## src/rtl/reorder_buffer.sv

```systemverilog
// Circular reorder buffer: allocates ids at dispatch, captures writeback results,
// and retires in program order into the register file, flushing on a faulting head.
module reorder_buffer #(
  parameter int unsigned ROB_ADDR_WIDTH = 4,
  parameter int unsigned DATA_WIDTH     = 32,
  parameter int unsigned REG_ADDR_WIDTH = 5
) (
  input  logic                      clk,
  input  logic                      rst,
  input  logic                      alloc_en,
  input  logic [REG_ADDR_WIDTH-1:0] alloc_dest,
  input  logic [DATA_WIDTH-1:0]     alloc_pc,
  output logic [ROB_ADDR_WIDTH-1:0] alloc_id,
  output logic                      full,
  output logic                      empty,
  input  logic                      wb_en,
  input  logic [ROB_ADDR_WIDTH-1:0] wb_id,
  input  logic [DATA_WIDTH-1:0]     wb_data,
  input  logic                      wb_exc,
  input  logic [ROB_ADDR_WIDTH-1:0] read_id_1,
  input  logic [ROB_ADDR_WIDTH-1:0] read_id_2,
  output logic                      read_done_1,
  output logic                      read_done_2,
  output logic [DATA_WIDTH-1:0]     read_data_1,
  output logic [DATA_WIDTH-1:0]     read_data_2,
  output logic                      rf_write_en,
  output logic                      rf_write_restore,
  output logic [REG_ADDR_WIDTH-1:0] rf_write_addr,
  output logic                      rf_write_is_ref,
  output logic [DATA_WIDTH-1:0]     rf_write_data,
  output logic                      exc_valid,
  output logic [DATA_WIDTH-1:0]     exc_pc
);

  localparam int unsigned DEPTH = 2 ** ROB_ADDR_WIDTH;
  localparam int unsigned CNT_W = ROB_ADDR_WIDTH + 1;

  logic [DEPTH-1:0]          valid_q, valid_d;
  logic [DEPTH-1:0]          done_q, done_d;
  logic [DEPTH-1:0]          exc_q, exc_d;
  logic [REG_ADDR_WIDTH-1:0] dest_q [DEPTH];
  logic [REG_ADDR_WIDTH-1:0] dest_d [DEPTH];
  logic [DATA_WIDTH-1:0]     pc_q [DEPTH];
  logic [DATA_WIDTH-1:0]     pc_d [DEPTH];
  logic [DATA_WIDTH-1:0]     value_q [DEPTH];
  logic [DATA_WIDTH-1:0]     value_d [DEPTH];

  logic [ROB_ADDR_WIDTH-1:0] head_q, head_d;
  logic [ROB_ADDR_WIDTH-1:0] tail_q, tail_d;
  logic [CNT_W-1:0]          count_q, count_d;

  logic                      rf_write_en_q, rf_write_en_d;
  logic                      rf_write_restore_q, rf_write_restore_d;
  logic [REG_ADDR_WIDTH-1:0] rf_write_addr_q, rf_write_addr_d;
  logic                      rf_write_is_ref_q, rf_write_is_ref_d;
  logic [DATA_WIDTH-1:0]     rf_write_data_q, rf_write_data_d;
  logic                      exc_valid_q, exc_valid_d;
  logic [DATA_WIDTH-1:0]     exc_pc_q, exc_pc_d;

  logic head_ready, commit_ok, flush, alloc_ok, wb_ok;

  assign full     = (count_q == CNT_W'(DEPTH));
  assign empty    = (count_q == '0);
  assign alloc_id = tail_q;

  // Head is retired on pre-edge state; a faulting head flushes instead.
  assign head_ready = valid_q[head_q] && done_q[head_q];
  assign commit_ok  = head_ready && !exc_q[head_q];
  assign flush      = head_ready && exc_q[head_q];
  assign alloc_ok   = alloc_en && !full && !flush;
  assign wb_ok      = wb_en && valid_q[wb_id] && !flush;

  // Operand lookup with same-cycle writeback bypass.
  always_comb begin
    read_done_1 = 1'b0;
    read_data_1 = '0;
    if (wb_en && (wb_id == read_id_1)) begin
      read_done_1 = 1'b1;
      read_data_1 = wb_data;
    end else if (valid_q[read_id_1] && done_q[read_id_1]) begin
      read_done_1 = 1'b1;
      read_data_1 = value_q[read_id_1];
    end
  end

  always_comb begin
    read_done_2 = 1'b0;
    read_data_2 = '0;
    if (wb_en && (wb_id == read_id_2)) begin
      read_done_2 = 1'b1;
      read_data_2 = wb_data;
    end else if (valid_q[read_id_2] && done_q[read_id_2]) begin
      read_done_2 = 1'b1;
      read_data_2 = value_q[read_id_2];
    end
  end

  // Entry and pointer next state; allocation is applied last so it wins.
  always_comb begin
    valid_d = valid_q;
    done_d  = done_q;
    exc_d   = exc_q;
    dest_d  = dest_q;
    pc_d    = pc_q;
    value_d = value_q;
    head_d  = head_q;
    tail_d  = tail_q;
    count_d = count_q;

    if (commit_ok) begin
      valid_d[head_q] = 1'b0;
      head_d          = head_q + ROB_ADDR_WIDTH'(1);
    end

    if (wb_ok) begin
      done_d[wb_id]  = 1'b1;
      exc_d[wb_id]   = wb_exc;
      value_d[wb_id] = wb_data;
    end

    if (alloc_ok) begin
      valid_d[tail_q] = 1'b1;
      done_d[tail_q]  = 1'b0;
      exc_d[tail_q]   = 1'b0;
      dest_d[tail_q]  = alloc_dest;
      pc_d[tail_q]    = alloc_pc;
      tail_d          = tail_q + ROB_ADDR_WIDTH'(1);
    end

    case ({alloc_ok, commit_ok})
      2'b10:   count_d = count_q + CNT_W'(1);
      2'b01:   count_d = count_q - CNT_W'(1);
      default: count_d = count_q;
    endcase

    if (flush) begin
      valid_d = '0;
      done_d  = '0;
      exc_d   = '0;
      head_d  = '0;
      tail_d  = '0;
      count_d = '0;
    end
  end

  // Register-file and exception strobes: zero unless a commit or flush happens.
  always_comb begin
    rf_write_en_d      = 1'b0;
    rf_write_restore_d = 1'b0;
    rf_write_addr_d    = '0;
    rf_write_is_ref_d  = 1'b0;
    rf_write_data_d    = '0;
    exc_valid_d        = 1'b0;
    exc_pc_d           = '0;
    if (commit_ok) begin
      rf_write_en_d   = (dest_q[head_q] != '0);
      rf_write_addr_d = dest_q[head_q];
      rf_write_data_d = value_q[head_q];
    end
    if (flush) begin
      rf_write_restore_d = 1'b1;
      exc_valid_d        = 1'b1;
      exc_pc_d           = pc_q[head_q];
    end
  end

  always_ff @(posedge clk) begin
    if (!rst) begin
      valid_q            <= '0;
      done_q             <= '0;
      exc_q              <= '0;
      head_q             <= '0;
      tail_q             <= '0;
      count_q            <= '0;
      rf_write_en_q      <= 1'b0;
      rf_write_restore_q <= 1'b0;
      rf_write_addr_q    <= '0;
      rf_write_is_ref_q  <= 1'b0;
      rf_write_data_q    <= '0;
      exc_valid_q        <= 1'b0;
      exc_pc_q           <= '0;
    end else begin
      valid_q            <= valid_d;
      done_q             <= done_d;
      exc_q              <= exc_d;
      head_q             <= head_d;
      tail_q             <= tail_d;
      count_q            <= count_d;
      rf_write_en_q      <= rf_write_en_d;
      rf_write_restore_q <= rf_write_restore_d;
      rf_write_addr_q    <= rf_write_addr_d;
      rf_write_is_ref_q  <= rf_write_is_ref_d;
      rf_write_data_q    <= rf_write_data_d;
      exc_valid_q        <= exc_valid_d;
      exc_pc_q           <= exc_pc_d;
    end
  end

  // Payload storage is qualified by valid/done, so it needs no reset.
  always_ff @(posedge clk) begin
    dest_q  <= dest_d;
    pc_q    <= pc_d;
    value_q <= value_d;
  end

  assign rf_write_en      = rf_write_en_q;
  assign rf_write_restore = rf_write_restore_q;
  assign rf_write_addr    = rf_write_addr_q;
  assign rf_write_is_ref  = rf_write_is_ref_q;
  assign rf_write_data    = rf_write_data_q;
  assign exc_valid        = exc_valid_q;
  assign exc_pc           = exc_pc_q;

endmodule

```

## config.mk

```make
export PLATFORM = sky130hd
export DESIGN_NAME = reorder_buffer
export DESIGN_NICKNAME = d
export VERILOG_FILES = /design/src/rtl/reorder_buffer.sv
export SDC_FILE = /design/constraint.sdc
export NUM_CORES = 2
export LEC_CHECK = 0
export ABC_CLOCK_PERIOD_IN_PS = 11500
export CORE_MARGIN = 5
export CORE_UTILIZATION = 45
export DETAILED_ROUTE_END_ITERATION = 10
export GPL_TIMING_DRIVEN = 0
export SLEW_MARGIN = 20
export SYNTH_ARGS = -nofsm -noshare
export SYNTH_HDL_FRONTEND = slang
export SYNTH_SLANG_ARGS = --single-unit
```

## constraint.sdc

```tcl
create_clock -name clk -period 11.5 [get_ports clk]
set_input_delay 2.875 -clock clk [delete_from_list [all_inputs] [get_ports clk]]
set_output_delay 2.875 -clock clk [all_outputs]
set_load 0.05 [all_outputs]
```

==> impl_results.html <==
<table>
<tr><th>Metric</th><th>Value</th></tr>
<tr><th colspan="2">Global route</th></tr>
<tr><td>Met3 track demand over resource in global routing</td><td>0.05857</td></tr>
<tr><td>Gr usage total</td><td>0.2696</td></tr>
<tr><td>Most crowded layer after global routing</td><td>met2</td></tr>
<tr><td>GRT overflow</td><td>0</td></tr>
<tr><td>Antenna violations before repair</td><td>14</td></tr>
<tr><td>Via count of the first global-routing pass</td><td>33120</td></tr>
<tr><td>Met1 track demand over resource</td><td>0.3445</td></tr>
<tr><td>First-pass GRT wire length</td><td>approximately 250000 µm</td></tr>
<tr><td>GRT met2 Usage</td><td>0.4488</td></tr>
<tr><td>Maximum number of pins on one net before global-route repair</td><td>38</td></tr>
<tr><th colspan="2">Worst setup path</th></tr>
<tr><td>Crit start category</td><td>input pin</td></tr>
<tr><td>Maximum fanout along the worst path</td><td>10</td></tr>
<tr><td>Beginning of the worst register-to-register path</td><td>head_q[1]$_SDFFE_PP0N_</td></tr>
<tr><td>Crit path launch</td><td>read_id_1[1]</td></tr>
<tr><td>Crit end category</td><td>output pin</td></tr>
<tr><td>Required time at the worst-slack endpoint</td><td>8630 ps</td></tr>
<tr><td>Internal reg-to-reg setup slack</td><td>approximately 7400 ps</td></tr>
<tr><td>Depth of the most critical reg-to-reg path</td><td>6</td></tr>
<tr><td>Data arrival, critical path</td><td>roughly 7000 ps</td></tr>
<tr><td>Standard cell with the maximum stage delay on the critical path</td><td>sky130_fd_sc_hd__clkbuf_1</td></tr>
<tr><td>Worst setup path class</td><td>input pin to output pin</td></tr>
<tr><td>End point of the critical path</td><td>read_data_1[0]</td></tr>
<tr><td>Longest individual stage delay on the worst path</td><td>between 900 and 1000 ps</td></tr>
<tr><td>FF-to-FF End</td><td>rf_write_data[4]$_SDFF_PN0_</td></tr>
<tr><td>Cell breakdown of the critical path</td><td>buf_2 -&gt; clkbuf_1 -&gt; clkbuf_1 -&gt; mux4_2 -&gt; mux4_2 -&gt; inv_1 -&gt; o21ai_0 -&gt; clkdlybuf4s50_1</td></tr>
<tr><th colspan="2">Place</th></tr>
<tr><td>Cell area after placement</td><td>between 60000 and 70000 µm²</td></tr>
<tr><td>Post-Place Setup Slack</td><td>1724 ps</td></tr>
<tr><td>Count of port buffers added during placement</td><td>approximately 220</td></tr>
<tr><td>Routability congestion estimate from global placement</td><td>0.8668</td></tr>
<tr><td>Number of instances in the placed design</td><td>roughly 4600</td></tr>
<tr><td>Final HPWL DP</td><td>~120000 µm</td></tr>
<tr><th colspan="2">Flow run</th></tr>
<tr><td>Max Cap Viol</td><td>0</td></tr>
<tr><th colspan="2">Synth</th></tr>
<tr><td>Number of nets produced by synthesis</td><td>about 2800</td></tr>
<tr><td>Library cells used by synthesis</td><td>49</td></tr>
<tr><td>Ys flop type</td><td>sky130_fd_sc_hd__edfxtp_1</td></tr>
<tr><td>Synth Instances</td><td>about 2700</td></tr>
<tr><td>Sequential fraction of the synthesis area</td><td>0.6446</td></tr>
<tr><td>Warnings from Yosys</td><td>0</td></tr>
<tr><td>Netlist Area Pre-Place</td><td>55530 µm²</td></tr>
<tr><td>Share of flip-flops with an asynchronous set or reset</td><td>0</td></tr>
<tr><td>Number of enable flip-flop cells after synthesis</td><td>about 1100</td></tr>
<tr><td>Synth Area per Inst</td><td>20.29 µm²</td></tr>
<tr><td>Number of flip-flops and latches in the synthesized netlist</td><td>1236</td></tr>
<tr><th colspan="2">Drt</th></tr>
<tr><td>Final Routed Wirelength</td><td>approximately 180000 µm</td></tr>
<tr><td>Number of remaining DRC errors</td><td>0</td></tr>
<tr><td>DRC violation total after the first TritonRoute iteration</td><td>~4000</td></tr>
<tr><td>First drt pass iteration count</td><td>6</td></tr>
<tr><td>Detailed-route via count</td><td>roughly 32000</td></tr>
<tr><td>Number of nets still failing antenna checks after routing</td><td>0</td></tr>
<tr><td>Routed via count divided by cell count</td><td>approximately 6.4</td></tr>
<tr><td>Average wire length per cell after detail routing</td><td>between 30 and 40 µm</td></tr>
<tr><th colspan="2">Clocking</th></tr>
<tr><td>TritonCTS sink count</td><td>approximately 1200</td></tr>
<tr><td>Post-CTS Setup Inserts</td><td>0</td></tr>
<tr><td>Clock tree from TritonCTS</td><td>built</td></tr>
<tr><td>Clock transition at the registers of the reported paths</td><td>roughly 60 ps</td></tr>
<tr><td>Num CTS Buffers</td><td>about 140</td></tr>
<tr><td>CTS resizes</td><td>0</td></tr>
<tr><td>Cell at the root of the clock tree</td><td>sky130_fd_sc_hd__clkbuf_16</td></tr>
<tr><td>Max Root-Sink Buffers</td><td>3</td></tr>
<tr><td>Clock latency reported for the late side of the worst-skew pair</td><td>about 770 ps</td></tr>
<tr><td>CTS H-tree depth</td><td>4</td></tr>
<tr><td># hold bufs at CTS</td><td>0</td></tr>
<tr><th colspan="2">STA</th></tr>
<tr><td>Shortest clock period the worst path allows after layout</td><td>around 9900 ps</td></tr>
<tr><td>Count of endpoints failing hold in the final timing report</td><td>0</td></tr>
<tr><td>Max Slew Vio Count</td><td>0</td></tr>
<tr><td>Maximum frequency from static timing analysis</td><td>just over 0.1 GHz</td></tr>
<tr><td>Sum of negative setup slack</td><td>0 ps</td></tr>
<tr><td>Fin crit share</td><td>0.8586</td></tr>
<tr><td>Final worst setup slack</td><td>1626 ps</td></tr>
<tr><td>Unrepaired setup endpoints after global routing</td><td>no</td></tr>
<tr><td>Worst slew slack as a fraction of its limit</td><td>0.1845</td></tr>
<tr><td>Post-Route Hold Slack</td><td>475.6 ps</td></tr>
<tr><td>Actual transition at the worst max-transition pin</td><td>1223 ps</td></tr>
<tr><td>Final setup violating endpoints</td><td>0</td></tr>
<tr><td>Setup skew after layout</td><td>21.28 ps</td></tr>
<tr><th colspan="2">Final layout</th></tr>
<tr><td>Final core utilization</td><td>0.5377</td></tr>
<tr><td>Fraction of layout cells with a size suffix above 1</td><td>0.3363</td></tr>
<tr><td>Fin nets</td><td>3250</td></tr>
<tr><td>Signed area change from the synthesized netlist to the final layout</td><td>18.34%</td></tr>
<tr><td>Number of fillers in the final layout</td><td>9358</td></tr>
<tr><td>Design area</td><td>around 66000 µm²</td></tr>
<tr><td>Final cell count without fillers</td><td>4896</td></tr>
<tr><th colspan="2">Floorplanning</th></tr>
<tr><td>Starting Density</td><td>0.4544</td></tr>
<tr><td>Standard cell core area</td><td>about 120000 µm²</td></tr>
<tr><td>Standard-cell rows</td><td>between 100 and 150</td></tr>
<tr><td>Num ports</td><td>231</td></tr>
<tr><td>Height of the die</td><td>approximately 360 µm</td></tr>
<tr><td>Horizontal extent of the die</td><td>around 360 µm</td></tr>
<tr><td>Die area</td><td>~130000 µm²</td></tr>
<tr><th colspan="2">Power and ir drop</th></tr>
<tr><td>Leak Pwr</td><td>just over 20 nW</td></tr>
<tr><td>P per Cell Area</td><td>~150 nW/µm²</td></tr>
<tr><td>Worst voltage drop across the vdd grid</td><td>between 0.15 and 0.2 mV</td></tr>
<tr><td>Total power consumption of the routed design</td><td>9.733 mW</td></tr>
<tr><th colspan="2">Worst hold path</th></tr>
<tr><td>Worst hold-check path type</td><td>register to register</td></tr>
<tr><th colspan="2">Status</th></tr>
<tr><td>Status</td><td>finished clean</td></tr>
</table>
[flip-flops by register name, indices dropped and copies added (netlist names), 5 cells and up]
signal	flops
dest_q	80
exc_q	16
pc_q	512
exc_pc	32
done_q	16
count_q	5
rf_write_data	32
rf_write_addr	5
valid_q	16
value_q	512
[final cells by class]
type	count	area, µm²	share of cell area
Sequential cell	1236	35790	0.5447
Multi-Input combinational cell	1216	18660	0.2839
Clock buffer	184	3770	0.05737
Timing Repair Buffer	277	3527	0.05368
Tap cell	1625	2033	0.03094
Buffer	198	958.4	0.01459
Clock inverter	68	604.3	0.009197
Inverter	86	350.3	0.005332
Antenna cell	6	15.01	0.0002285
[cell usage after synthesis, types with 3 or more instances]
cell type	instances	area, µm²
sky130_fd_sc_hd__edfxtp_1	1104	33150
sky130_fd_sc_hd__nor3_1	15	75.07
sky130_fd_sc_hd__o21ai_0	19	95.09
sky130_fd_sc_hd__nand4_1	14	87.58
sky130_fd_sc_hd__nand2b_1	8	50.05
sky130_fd_sc_hd__clkbuf_1	101	379.1
sky130_fd_sc_hd__buf_6	7	78.83
sky130_fd_sc_hd__dfxtp_1	132	2643
sky130_fd_sc_hd__nor2_1	39	146.4
sky130_fd_sc_hd__o21a_1	5	37.54
sky130_fd_sc_hd__a31oi_1	3	18.77
sky130_fd_sc_hd__buf_1	9	33.78
sky130_fd_sc_hd__o21ai_1	60	300.3
sky130_fd_sc_hd__nor3b_1	4	30.03
sky130_fd_sc_hd__nand2_1	125	469.2
sky130_fd_sc_hd__inv_1	86	322.8
sky130_fd_sc_hd__xnor2_1	7	61.31
sky130_fd_sc_hd__a21oi_1	29	145.1
sky130_fd_sc_hd__mux4_2	691	15560
sky130_fd_sc_hd__a22oi_1	8	60.06
sky130_fd_sc_hd__nor4_1	4	25.02
sky130_fd_sc_hd__ha_1	11	137.6
sky130_fd_sc_hd__and3_1	15	93.84
sky130_fd_sc_hd__buf_4	10	75.07
sky130_fd_sc_hd__and2_1	16	100.1
sky130_fd_sc_hd__mux2i_1	3	30.03
sky130_fd_sc_hd__nand3_1	13	65.06
sky130_fd_sc_hd__nor2b_1	85	531.8
sky130_fd_sc_hd__a22o_1	8	70.07
sky130_fd_sc_hd__xor2_1	11	96.34
sky130_fd_sc_hd__buf_2	71	355.3
[report_power, final]
part	internal [mW]	switching [mW]	leakage [nW]
clock network	2.48	1.83	2.14
logic	0.201	0.301	7.30
registers	4.92	0.00906	11.0
[worst max-delay path: cells and delay by family]
| family | cells | cell delay [ps] |
|---|---|---|
| multiplexers | 2 | 640 |
| AO/OA/AOI/OAI | 1 | 670 |
| buffers and inverters | 5 | 2790 |
[metal layers]
layer	part of all wire	vias to the layer above
met5	0.00023	-
met4	0.046	6
met3	0.092	364
met2	0.50	1859
met1	0.36	16880
li1	-	12460
[worst min path at each step]
| stage | cells past startpoint | slack, ps | from | end |
|---|---|---|---|---|
| after floorplan | 2 | 450 | done_q[2]$_SDFF_PP0_ | done_q[2]$_SDFF_PP0_ |
| after global placement | 2 | 470 | done_q[2]$_SDFF_PP0_ | done_q[2]$_SDFF_PP0_ |
| after detailed placement | 2 | 470 | done_q[2]$_SDFF_PP0_ | done_q[2]$_SDFF_PP0_ |
| after CTS | 2 | 480 | done_q[2]$_SDFF_PP0_ | done_q[2]$_SDFF_PP0_ |
| after global routing | 2 | 520 | count_q[4]$_SDFFE_PP0P_ | count_q[4]$_SDFFE_PP0P_ |
| final | 2 | 480 | done_q[2]$_SDFF_PP0_ | done_q[2]$_SDFF_PP0_ |
[cell families after synthesis]
kind of cell	Yosys count	share of synthesized area
flops	1236	0.6446
mux	694	0.2808
simple gates	351	0.03227
buf+inv	284	0.02242
compound gates	141	0.01449
xor+xnor	18	0.002839
fa+ha+maj	11	0.002479
other cells	1	0.00006753
[layout by cell type (no fill, tap or decap), types with 11 or more instances in the layout]
cell	count
sky130_fd_sc_hd__a21oi_1	29
sky130_fd_sc_hd__and2_1	16
sky130_fd_sc_hd__and3_1	15
sky130_fd_sc_hd__buf_12	25
sky130_fd_sc_hd__buf_16	29
sky130_fd_sc_hd__buf_2	76
sky130_fd_sc_hd__buf_4	12
sky130_fd_sc_hd__clkbuf_1	111
sky130_fd_sc_hd__clkbuf_16	141
sky130_fd_sc_hd__clkbuf_2	25
sky130_fd_sc_hd__clkdlybuf4s50_1	218
sky130_fd_sc_hd__clkinv_1	29
sky130_fd_sc_hd__clkinv_2	17
sky130_fd_sc_hd__dfxtp_1	132
sky130_fd_sc_hd__edfxtp_1	1104
sky130_fd_sc_hd__ha_1	11
sky130_fd_sc_hd__inv_1	75
sky130_fd_sc_hd__inv_4	11
sky130_fd_sc_hd__mux4_2	691
sky130_fd_sc_hd__nand2_1	125
sky130_fd_sc_hd__nand3_1	13
sky130_fd_sc_hd__nand4_1	14
sky130_fd_sc_hd__nor2_1	19
sky130_fd_sc_hd__nor2_4	22
sky130_fd_sc_hd__nor2b_1	85
sky130_fd_sc_hd__nor3_1	15
sky130_fd_sc_hd__o21ai_0	19
sky130_fd_sc_hd__o21ai_1	60
sky130_fd_sc_hd__xor2_1	11
Power figures use the tool's default switching activity.
